$ cat src/rtl/motor_pwm_gen.sv
// motor_pwm_gen: period-synchronous PWM generator fed by the spline-filter duty word
module motor_pwm_gen #(
    parameter int DUTY_W   = 14,
    parameter int PERIOD   = 16256,
    parameter int MIN_DUTY = 64
) (
    input  logic              clk,
    input  logic              n_rst,
    input  logic              en,
    input  logic [DUTY_W-1:0] din,
    output logic              pwm_out,
    output logic              period_start,
    output logic              busy,
    output logic [DUTY_W-1:0] duty_cur
);
    localparam int CNT_W = (PERIOD > 1) ? $clog2(PERIOD) : 1;
    localparam logic [CNT_W-1:0]  LAST = CNT_W'(PERIOD - 1);
    localparam logic [DUTY_W-1:0] FULL = DUTY_W'(PERIOD);
    localparam logic [DUTY_W-1:0] MIN  = DUTY_W'(MIN_DUTY);

    typedef enum logic {IDLE, RUN} state_t;

    state_t            state, state_n;
    logic [CNT_W-1:0]  cnt, cnt_n;
    logic [DUTY_W-1:0] duty_reg, duty_n;
    logic              ps_n, pwm_n;

    function automatic logic [DUTY_W-1:0] clamp(input logic [DUTY_W-1:0] d);
        return (d >= FULL) ? FULL : (d < MIN) ? '0 : d;
    endfunction

    // next state: a new duty is only latched when a period begins, en only matters at the boundary
    always_comb begin
        state_n = state;
        cnt_n   = '0;
        duty_n  = duty_reg;
        ps_n    = 1'b0;
        if (state == IDLE) begin
            if (en) begin
                state_n = RUN;
                duty_n  = clamp(din);
                ps_n    = 1'b1;
            end
        end else if (cnt != LAST) begin
            cnt_n = cnt + CNT_W'(1);
        end else if (en) begin
            duty_n = clamp(din);
            ps_n   = 1'b1;
        end else begin
            state_n = IDLE;
        end
        pwm_n = (state_n == RUN) && (DUTY_W'(cnt_n) < duty_n);
    end

    // state and registered outputs, all derived from next-state values so they line up with cnt
    always_ff @(posedge clk or negedge n_rst) begin
        if (!n_rst) begin
            state        <= IDLE;
            cnt          <= '0;
            duty_reg     <= '0;
            pwm_out      <= 1'b0;
            period_start <= 1'b0;
            busy         <= 1'b0;
        end else begin
            state        <= state_n;
            cnt          <= cnt_n;
            duty_reg     <= duty_n;
            pwm_out      <= pwm_n;
            period_start <= ps_n;
            busy         <= (state_n == RUN);
        end
    end

    assign duty_cur = duty_reg;
endmodule

$ cat config.mk
export PLATFORM = sky130hd
export DESIGN_NAME = motor_pwm_gen
export DESIGN_NICKNAME = d
export VERILOG_FILES = /design/src/rtl/motor_pwm_gen.sv
export SDC_FILE = /design/constraint.sdc
export NUM_CORES = 1
export LEC_CHECK = 0
export CAP_MARGIN = 20
export CORE_ASPECT_RATIO = 0.7
export CORE_MARGIN = 3
export CORE_UTILIZATION = 35
export CTS_BUF_LIST = sky130_fd_sc_hd__clkbuf_4 sky130_fd_sc_hd__clkbuf_8
export DETAILED_ROUTE_END_ITERATION = 10
export PLACE_DENSITY = 0.67
export SETUP_SLACK_MARGIN = 0.5
export SYNTH_ARGS = -nofsm -noshare
export SYNTH_HDL_FRONTEND = slang
export SYNTH_SLANG_ARGS = --single-unit
$ cat constraint.sdc
create_clock -name clk -period 8.5 [get_ports clk]
set_input_delay 1.275 -clock clk [delete_from_list [all_inputs] [get_ports clk]]
set_output_delay 1.275 -clock clk [all_outputs]
set_load 0.03 [all_outputs]
After elaboration in Yosys (flattened, before gate mapping) --
Index checks and enable logic that the tools add are counted.
Word-level totals: logic and storage cells 23, input bits 17, register bits after elaboration 31
Cells by class: add/sub/neg operators 1, magnitude comparators 3, mux-type cells 12, eq/ne operators 1, reductions and logical operators 1
Operators with widths (number):
- 2-to-1 mux 14 bit | 7
- adder 14 x 1 -> 14 bit (second input constant) | 1
- greater-or-equal comparator 14 bit (second input constant) | 1
- < comparator 14 bit | 1
- < comparator 14 x 7 -> 1 bit (second input constant) | 1
- != test 14 bit (second input constant) | 1
- 2-to-1 mux 1 bit | 5
- logical AND 1 bit | 1

Depth between registers and ports, before layout --
Gate-level depths: netlist of run 1.
depth after elaboration 8, mapped depth 13

Worst setup path before layout of run 1 --
No wires, ideal clock.
path kind in2reg, from in din[7], to reg pwm_out, data required time 8418 ps, arrival 3365 ps, cell stages on the path 11, path slack 5054 ps, cell sequence and4_1 nand4_1 a21boi_0 nand3_1 and2_1 ha_1 a21o_1 a21o_1 a221oi_1 o211ai_1 a31oi_1
Between the ends: cells in the longest elaborated chain, start to end 8, elaborated cells between the ends (all ways) 9
RTL lines:
- start, declared | RTL line 10 | input logic [DUTY_W-1:0] din,
- < comparator 14 x 7 -> 1 bit | RTL line 29 | return (d >= FULL) ? FULL : (d < MIN) ? '0 : d;
- 2-to-1 mux 14 bit | RTL line 29
- 2-to-1 mux 14 bit * | RTL line 29
- 2-to-1 mux 14 bit * | RTL line 39, 46
- 2-to-1 mux 14 bit | RTL line 44 | end else if (cnt != LAST) begin
- 2-to-1 mux 14 bit * | RTL line 38 | if (state == IDLE) begin
- < comparator 14 bit * | RTL line 52 | pwm_n = (state_n == RUN) && (DUTY_W'(cnt_n) < duty_n);
- logical AND 1 bit * | RTL line 52
- named net pwm_n | RTL line 26 | logic ps_n, pwm_n;
- end signal, assigned | RTL line 68 | pwm_out <= pwm_n;
- end, declared | RTL line 11 | output logic pwm_out,
Mark *: on every way through the listed nets, which the timed path passes. The rest lies on a longest branch.

Worst setup path in the final report of run 1 --
Same ends and word-level chain as after synthesis.

==> results.ini, run 1 <==
[status]
status=complete, no violations

[power]
peakVddDrop_mv=0.0678
power_switching_uw=59.1
comb_power_share_pct=4.4
p_int_uw=232
p_sw_share_pct=20.3
finalPower_uw=291
power_density_nw_per_um2=131
seq_power_share_pct=50.7
clockPowerShare_pct=44.9
leakagePower_nw=1.10

[cells_and_area]
area_delta_synth_final_pct=29.7
final_nets=238
final_util_pct=49.1
antennaDiodeCount=0
fin_area_um2=2230
fin_cells=274
layout-drive-gt1-share_pct=8.17

[cts]
cts_tree=done
htreeDepth=2
clk_latency_ps=280
clock_sinks=31
clk_pin_slew_worst_paths_ps=60
cts_made_buffers=5
post_cts_buffers=0
clk_path_buf_depth=2
holdBufCountCts=0
ctsResizeCount=0
cts_root_buf=clkbuf_8

[logic_synthesis]
synth_xor_area_share_pct=6.12
ys_seq_area_share_pct=45.2
postSynthAreaPerCell_um2=10.2
synth_top_area_share_pct=45.2
async_flop_share_pct=100
synth_largest_area_cell=dfrtp_1
synth.mux.area_fraction_pct=4.74
yosysMostFrequentCell=dfrtp_1
synth_nets=199
ys_types=36
synth_edf_count=0
synthTopCellsByArea=dfrtp_1 (45%), ha_1 (10%), nand2_1 (4.4%)
ys_ff_latch=31
ys_warn_count=0
syn_inst=168
synth-simple-area-share_pct=24.0
synth_top_flop_cell=dfrtp_1
synth_compound_area_share_pct=6.49
synth_common_cells=dfrtp_1 (31), nand2_1 (20), nor2_1 (17)
synthAdderAreaFrac_pct=10.2
synth_top_family_by_area=simple AND/OR/NAND/NOR gates
synth_area_um2=1720

[die]
die_area_um2=5790
std_cell_rows=20
die_h_um=64.6
io-pin-count=34
start_util_pct=37.9
core_um2=4530
die_w_um=89.7

[global_routing]
gr-total-overflow=0
grt_pass1_wl_um=6460
grtUsageTotal_pct=14.3
antenna_found_initial=0
grt_pass1_vias=1311
grt_max_degree=32

[route]
drt_iter0_markers=47
ant_nets=0
drt_first_pass_iters=4
wl_um=3790
drc=0
avgRoutedWirePerCell_um=13.8
drt-vias-per-instance=4.67
via_count=1280

[placement]
port_buffers=33
hpwl_um=2920
dpl-instance-area_um2=2120
dp_cells=266
preCtsSetupSlack_ps=4220
place_congestion=0.787

[timing]
final_max_slew_viol_count=0
fin_crit_ps=3980
fin_ws_ps=4520
rsz0062_at_grt=false
skew_ps=5.07
worst_pin_slew_ps=944
min_period_over_period_pct=46.8
fmaxAchievable_mhz=251
max-slew-margin-rel_pct=36.9
finalSetupViolCount=0
tns_ps=0
hold_viol=0
worst_hold_slack_ps=487

[worst_setup_path]
crit_path_max_fanout=6
critPathSlowestCell=a21boi_0
crit_path_frequent_cell=a21o_1
crit_arrival_ps=4190
path_cells=clkdlybuf4s50_1 > and4_1 > nand4_1 > a21boi_0 > nand3_1 > and2_1 > ha_1 > a21o_1 > a21o_1 > a221oi_1 > o211ai_1 > a31oi_1
worst-setup-path-type=in -> reg
cp-end-kind=flip-flop
start_kind=input pin
worstPathRequired_ps=8710
cpPeakStageDelay_ps=590

[hold_path]
hold_path.class=reg -> reg

[flow_run]
maxCapViolCount=0

[registers in the layout, summed over array words and instances (netlist names)]
signal / count
cnt: 14
duty_cur: 14
period_start: 1
pwm_out: 1
state: 1
[cell usage in the layout (no fill, tap or decap), types with 3 or more instances in the layout]
| cell | netlist | routed |
|---|---|---|
| a21o_1 | 3 | 3 |
| and2_1 | 7 | 7 |
| and4_1 | 4 | 4 |
| clkbuf_8 | 0 | 7 |
| clkdlybuf4s50_1 | 0 | 33 |
| dfrtp_1 | 31 | 31 |
| ha_1 | 14 | 14 |
| inv_1 | 10 | 10 |
| mux2i_1 | 4 | 4 |
| mux2i_2 | 3 | 3 |
| nand2_1 | 20 | 20 |
| nand3_1 | 13 | 13 |
| nand4_1 | 3 | 3 |
| nor2_1 | 17 | 17 |
| nor4_1 | 3 | 3 |
| xnor2_1 | 7 | 7 |
| xor2_1 | 5 | 5 |
[worst paths after layout]
kind,start,end,slack [ps],cells past startpoint
max,din[7],pwm_out$_DFF_PN0_,4520,12
min,duty_cur[2]$_DFF_PN0_,duty_cur[2]$_DFF_PN0_,490,2
max reg2reg,cnt[0]$_DFF_PN0_,pwm_out$_DFF_PN0_,4540,13
min reg2reg,duty_cur[2]$_DFF_PN0_,duty_cur[2]$_DFF_PN0_,490,2
max in group asynchronous,n_rst,duty_cur[9]$_DFF_PN0_,6810,2
min in group asynchronous,n_rst,cnt[2]$_DFF_PN0_,1390,2
[cell type report]
cell class | instances | area (µm²)
clock buffer | 8 | 104
fill | 429 | 2300
inverter | 11 | 41.3
multi-input combinational | 124 | 885
sequential | 31 | 776
tap | 66 | 82.6
timing repair buffer | 34 | 338
[layer usage]
metal	wire length, µm	up-vias	part of all wire (%)	track usage [%]
li1	-	664	-	-
met2	1430	36	38	19.4
met1	2040	573	54	20.3
met5	0	-	0	0
met4	59	0	1.6	5.74
met3	261	7	6.9	5.45
[cells by family after synthesis]
group,count (synthesis)
adders and majority gates,14
muxes,7
AOI/OAI and AO/OA,12
and+or+nand+nor,79
DFF,31
xor gates and xnor gates,12
buffers and inverters,13
[worst max-delay path, delay by kind of cell]
family                   cells  cell delay, ps
adder cells (fa/ha/maj)      1             290
AO/OA/AOI/OAI                6            1490
buffers and inverters        1             440
AND/OR/NAND/NOR              4             700
[power groups by stage]
stage	Combinational, mW	Sequential [mW]	Clock (mW)
3_3_place_gp	0.0130	0.150	0
2_1_floorplan	0.000583	0.150	0
4_1_cts	0.0131	0.148	0.134
6_report	0.0127	0.148	0.131
3_5_place_dp	0.0130	0.150	0
5_1_grt	0.0140	0.147	0.143
No activity file was read; power rests on OpenSTA's default activity.
==> inputs of run 2 (changes only) <==
--- a/config.mk
+++ b/config.mk
@@ -11,7 +11,7 @@
 export CORE_UTILIZATION = 35
 export CTS_BUF_LIST = sky130_fd_sc_hd__clkbuf_4 sky130_fd_sc_hd__clkbuf_8
 export DETAILED_ROUTE_END_ITERATION = 10
-export PLACE_DENSITY = 0.67
+export PLACE_DENSITY = 0.69
 export SETUP_SLACK_MARGIN = 0.5
 export SYNTH_ARGS = -nofsm -noshare
 export SYNTH_HDL_FRONTEND = slang
==> constraint.sdc (replaced) <==
create_clock -name clk -period 3.5 [get_ports clk]
set_input_delay 0.525 -clock clk [delete_from_list [all_inputs] [get_ports clk]]
set_output_delay 0.525 -clock clk [all_outputs]
set_load 0.03 [all_outputs]
==> results.ini, run 2 (synthesized netlist as in run 1, its figures left out) <==
[status]
status=complete, no violations

[route]
via_count=1333  ; +4.1%
avgRoutedWirePerCell_um=13.8  ; -0.43%
wl_um=3940  ; +3.9%
drt-vias-per-instance=4.66  ; -0.23%
drt_first_pass_iters=4  ; unchanged
drt_iter0_markers=83  ; +77%
drc=0  ; unchanged
ant_nets=0  ; unchanged

[global_routing]
grtUsageTotal_pct=14.3  ; -0.018 points
gr-total-overflow=0  ; unchanged
grt_max_degree=32  ; unchanged
grt_pass1_wl_um=6450  ; -0.11%
grt_pass1_vias=1336  ; +1.9%
antenna_found_initial=0  ; unchanged

[worst_setup_path]
cpPeakStageDelay_ps=460  ; -130 ps
crit_path_max_fanout=14  ; +8
crit_arrival_ps=3120  ; -1070 ps
worstRegToRegCells=11  ; -2
startpoint=cnt[8]$_DFF_PN0_
crit_family=compound AO/OA/AOI/OAI gates
cp-end-kind=flip-flop
r2r_end=pwm_out$_DFF_PN0_
critPathSlowestCell=o41ai_4
rr_startpoint=cnt[8]$_DFF_PN0_
path_depth=11  ; -1
r2r_setup_slack_ps=590  ; -3950 ps
worstPathRequired_ps=3710  ; -5000 ps
endpoint=pwm_out$_DFF_PN0_
path_cells=nand4_1 > o41ai_4 > buf_4 > buf_6 > nor2_1 > ha_1 > and2_1 > a221o_1 > a221oi_2 > o211ai_1 > a31oi_1
worst-setup-path-type=reg -> reg
critPathBufInv=2  ; +1
start_kind=flip-flop

[power]
leakagePower_nw=1.20  ; +8.7%
peakVddDrop_mv=0.177  ; +160%
power_density_nw_per_um2=279  ; +110%

[cts]
clock_sinks=31  ; unchanged
holdBufCountCts=0  ; unchanged
clk_pin_slew_worst_paths_ps=60  ; about the same
cts_made_buffers=5  ; unchanged
cts_root_buf=clkbuf_8
cts_tree=done
htreeDepth=2  ; unchanged
clk_latency_ps=280  ; about the same
clk_path_buf_depth=2  ; unchanged

[cells_and_area]
final_cell_mix=clkdlybuf4s50_1 (32), dfrtp_1 (31), nand2_1 (20)
final_nets=251  ; +5.5%
area_delta_synth_final_pct=40.8
antennaDiodeCount=0  ; unchanged
final_common_cell=clkdlybuf4s50_1
layout-drive-gt1-share_pct=19.5  ; +11 points

[die]
die_h_um=64.6  ; unchanged
std_cell_rows=20  ; unchanged
core_um2=4530  ; unchanged
io-pin-count=34  ; unchanged
start_util_pct=37.9  ; unchanged
die_w_um=89.7  ; unchanged
die_area_um2=5790  ; unchanged

[placement]
place_congestion=0.737  ; -6.4%
port_buffers=33  ; unchanged
preCtsSetupSlack_ps=309  ; -3910 ps
hpwl_um=2890  ; -1.1%

[timing]
rsz0062_at_grt=false
fmaxAchievable_mhz=344
skew_ps=4.33  ; -0.740 ps
worst_hold_slack_ps=482  ; -5.01 ps
tns_ps=0  ; unchanged
hold_viol=0  ; unchanged
finalSetupViolCount=0  ; unchanged
min_period_over_period_pct=83.1
max-slew-margin-rel_pct=72.9  ; +36 points
fin_crit_ps=2910
worst_pin_slew_ps=406  ; -538 ps
final_max_slew_viol_count=0  ; unchanged
fin_ws_ps=590  ; -3930 ps

[flow_run]
maxCapViolCount=0  ; unchanged

[hold_path]
hold_path.class=reg -> reg

-- run 2: where the power goes --
part | leakage (nW) | internal, mW | switching [mW] | total (mW)
Combinational | 0.739 | 0.0176 | 0.0137 | 0.0313
Clock | 0.0470 | 0.154 | 0.132 | 0.286
Sequential | 0.414 | 0.358 | 0 | 0.358
Total | 1.20 | 0.530 | 0.146 | 0.675
-- run 2: per-layer routing --
layer	track usage, %	vias to the layer above	part of all wire [%]
li1	-	689	-
met1	20.9	604	54
met2	19.9	38	40
met3	4.41	2	5.4
met4	4.59	0	0.68
met5	0	-	0
-- run 2: worst min path at each step --
stage | from | to | slack [ps] | cells after the start
CTS | duty_cur[3]$_DFF_PN0_ | duty_cur[3]$_DFF_PN0_ | 490 | 2
finish | duty_cur[1]$_DFF_PN0_ | duty_cur[1]$_DFF_PN0_ | 480 | 2
floorplan | n_rst | cnt[0]$_DFF_PN0_ | 230 | 0
detailed placement | duty_cur[3]$_DFF_PN0_ | duty_cur[3]$_DFF_PN0_ | 470 | 2
global placement | duty_cur[2]$_DFF_PN0_ | duty_cur[2]$_DFF_PN0_ | 480 | 2
global route | duty_cur[1]$_DFF_PN0_ | duty_cur[1]$_DFF_PN0_ | 510 | 2
-- run 2: area by class of cell --
cell class / instances / area [µm²]
flip-flops and latches: 31 / 776
clock buffers: 6 / 82.6
repair buffers: 47 / 445
multi-input cells: 124 / 980
clock inverters: 1 / 5.00
well taps: 66 / 82.6
inverters: 11 / 46.3
fillers: 402 / 2110
-- run 2: worst min-delay path, stage by stage (launching register included) --
cell,delay (ps)
dfrtp_1,340
nand2_1,60
nand2_1,50
-- run 2: stage by stage --
step | instances | util (%) | instance area (µm²) | total power [mW]
3_3_place_gp | 269 | 47.3 | 2140 | 0.397
5_1_grt | 286 | 53.4 | 2420 | 0.700
4_1_cts | 278 | 50.3 | 2280 | 0.684
2_1_floorplan | 168 | - | 1720 | 0.366
6_report | 286 | 53.4 | 2420 | 0.675
3_5_place_dp | 269 | 47.3 | 2140 | 0.396
-- run 2: what timing repair did --
item	in CTS	in global routing
setup endpoints to repair	1	1
setup buffers	2	8
pin swaps	2	11
resized for setup	6	17
==> inputs of run 3 (changes only) <==
--- a/config.mk
+++ b/config.mk
@@ -11,7 +11,7 @@
 export CORE_UTILIZATION = 35
 export CTS_BUF_LIST = sky130_fd_sc_hd__clkbuf_4 sky130_fd_sc_hd__clkbuf_8
 export DETAILED_ROUTE_END_ITERATION = 10
-export PLACE_DENSITY = 0.69
+export PLACE_DENSITY = 0.67
 export SETUP_SLACK_MARGIN = 0.5
 export SYNTH_ARGS = -nofsm -noshare
 export SYNTH_HDL_FRONTEND = slang
==> constraint.sdc (replaced) <==
create_clock -name clk -period 2.7 [get_ports clk]
set_input_delay 0.405 -clock clk [delete_from_list [all_inputs] [get_ports clk]]
set_output_delay 0.405 -clock clk [all_outputs]
set_load 0.03 [all_outputs]
==> results.ini, run 3 (synthesized netlist as in run 1, its figures left out) <==
[status]
status=finished, violations left
violations=negative setup slack

[timing]
worst_pin_slew_ps=480  ; +74.0 ps
fin_crit_ps=2910  ; -0.0690 ps
hold_viol=0  ; unchanged
max-slew-margin-rel_pct=67.7  ; -5.2 points
tns_ps=-209  ; -209 ps
fin_ws_ps=-209  ; -800 ps
final_max_slew_viol_count=0  ; unchanged
finalSetupViolCount=1  ; +1
rsz0062_at_grt=true
min_period_over_period_pct=108  ; +25 points
fmaxAchievable_mhz=344  ; about the same
skew_ps=3.40  ; -0.930 ps

[hold_path]
hold_path.class=reg -> reg
holdPathStages=2  ; unchanged

[route]
wl_um=4580  ; +16%
drt_iter0_markers=38  ; -54%
drc=0  ; unchanged
via_count=1535  ; +15%
ant_nets=0  ; unchanged
avgRoutedWirePerCell_um=14.3  ; +3.7%
drt-vias-per-instance=4.80  ; +2.9%
drt_first_pass_iters=4  ; unchanged

[worst_setup_path]
worstRegToRegCells=12  ; +1
worstPathRequired_ps=2850  ; -860 ps
crit_family=simple AND/OR/NAND/NOR gates
critPathSlowestCell=o41ai_4
worst-setup-path-type=reg -> reg
critPathBufInv=3  ; +1
cp-end-kind=flip-flop
cpPeakStageDelay_ps=400  ; -60 ps
crit_path_frequent_cell=buf_4
path_depth=12  ; +1
start_kind=flip-flop
crit_arrival_ps=3060  ; -60 ps
path_cells=nand4b_1 > o41ai_4 > nand2_4 > buf_4 > buf_4 > mux2i_4 > ha_4 > and4_4 > nand4_1 > buf_4 > o211ai_1 > a31oi_1
crit_path_max_fanout=8  ; -6

[global_routing]
grt_pass1_vias=1611  ; +21%
grtUsageTotal_pct=16.2  ; +1.9 points
grt_pass1_wl_um=7470  ; +16%
grt_max_degree=32  ; unchanged
antenna_found_initial=0  ; unchanged
gr-total-overflow=0  ; unchanged

[power]
power_density_nw_per_um2=334  ; +20%
peakVddDrop_mv=0.200  ; +13%
leakagePower_nw=1.36  ; +13%

[cells_and_area]
layout-drive-gt1-share_pct=33.1  ; +14 points
antennaDiodeCount=0  ; unchanged
final_cell_mix=buf_4 (46), clkdlybuf4s50_1 (33), dfrtp_1 (31)
final_nets=284  ; +13%
area_delta_synth_final_pct=61.4
nFillCells=372  ; -7.5%
final_common_cell=buf_4
final_util_pct=61.2  ; +7.8 points

[cts]
clock_sinks=31  ; unchanged
clk_path_buf_depth=2  ; unchanged
clk_pin_slew_worst_paths_ps=60  ; about the same
holdBufCountCts=0  ; unchanged
clk_latency_ps=280  ; about the same
htreeDepth=2  ; unchanged
cts_made_buffers=5  ; unchanged
cts_tree=done
cts_root_buf=clkbuf_8

[placement]
preCtsSetupSlack_ps=-287  ; -596 ps
hpwl_um=3390  ; +17%
place_congestion=0.841  ; +14%
port_buffers=33  ; unchanged

[die]
start_util_pct=37.9  ; unchanged
die_h_um=64.6  ; unchanged
die_w_um=89.7  ; unchanged
io-pin-count=34  ; unchanged
core_um2=4530  ; unchanged
std_cell_rows=20  ; unchanged
die_area_um2=5790  ; unchanged

[flow_run]
maxCapViolCount=0  ; unchanged

run 3: worst paths after layout:
path                                  startpoint                    end  slack [ps]
max                             cnt[7]$_DFF_PN0_      pwm_out$_DFF_PN0_        -210
min                        duty_cur[5]$_DFF_PN0_  duty_cur[5]$_DFF_PN0_         500
max reg2reg                     cnt[7]$_DFF_PN0_      pwm_out$_DFF_PN0_        -210
min reg2reg                duty_cur[5]$_DFF_PN0_  duty_cur[5]$_DFF_PN0_         500
max in group asynchronous                  n_rst       cnt[9]$_DFF_PN0_        1880
min in group asynchronous                  n_rst       cnt[2]$_DFF_PN0_         530
run 3: layer usage:
layer | track usage [%] | wire (µm) | vias up
met1 | 22.7 | 2390 | 740
li1 | - | - | 756
met4 | 4.02 | 40 | 0
met5 | 0 | 0 | -
met2 | 24.6 | 1960 | 33
met3 | 4.99 | 188 | 6
run 3: timing repair:
action / 4_1_cts / 5_1_grt
endpoints found under the setup margin: 1 / 1
setup buffers: 6 / 0
pin swaps: 12 / 11
gates resized for setup: 11 / 15
run 3: area by class of cell:
type	count	area [µm²]	area share (%)
clock buffer	8	104	3.75
inverter	11	46.3	1.67
multi-input combinational	124	1070	38.5
sequential	31	776	28.0
tap	66	82.6	2.98
timing repair buffer	80	696	25.1
run 3: per-stage QoR:
stage,instances,cell area (µm²),power [mW],hold WS [ps]
floorplan,168,1750,0.475,109
global placement,306,2450,0.523,470
detailed placement,306,2450,0.523,471
CTS,320,2670,0.933,485
global route,320,2770,0.966,551
finish,320,2770,0.925,503
run 3: worst reg2reg max path, stage by stage (launching register included):
cell and delay, ps:
dfrtp_1 380, nand4b_1 250, o41ai_4 400, nand2_4 210, buf_4 190, buf_4 130, mux2i_4 190, ha_4 280
and4_4 210, nand4_1 140, buf_4 170, o211ai_1 170, a31oi_1 60
run 3: power breakdown:
part | internal [mW] | switching, mW
logic | 0.0306 | 0.0212
registers | 0.464 | 0
clock network | 0.242 | 0.167
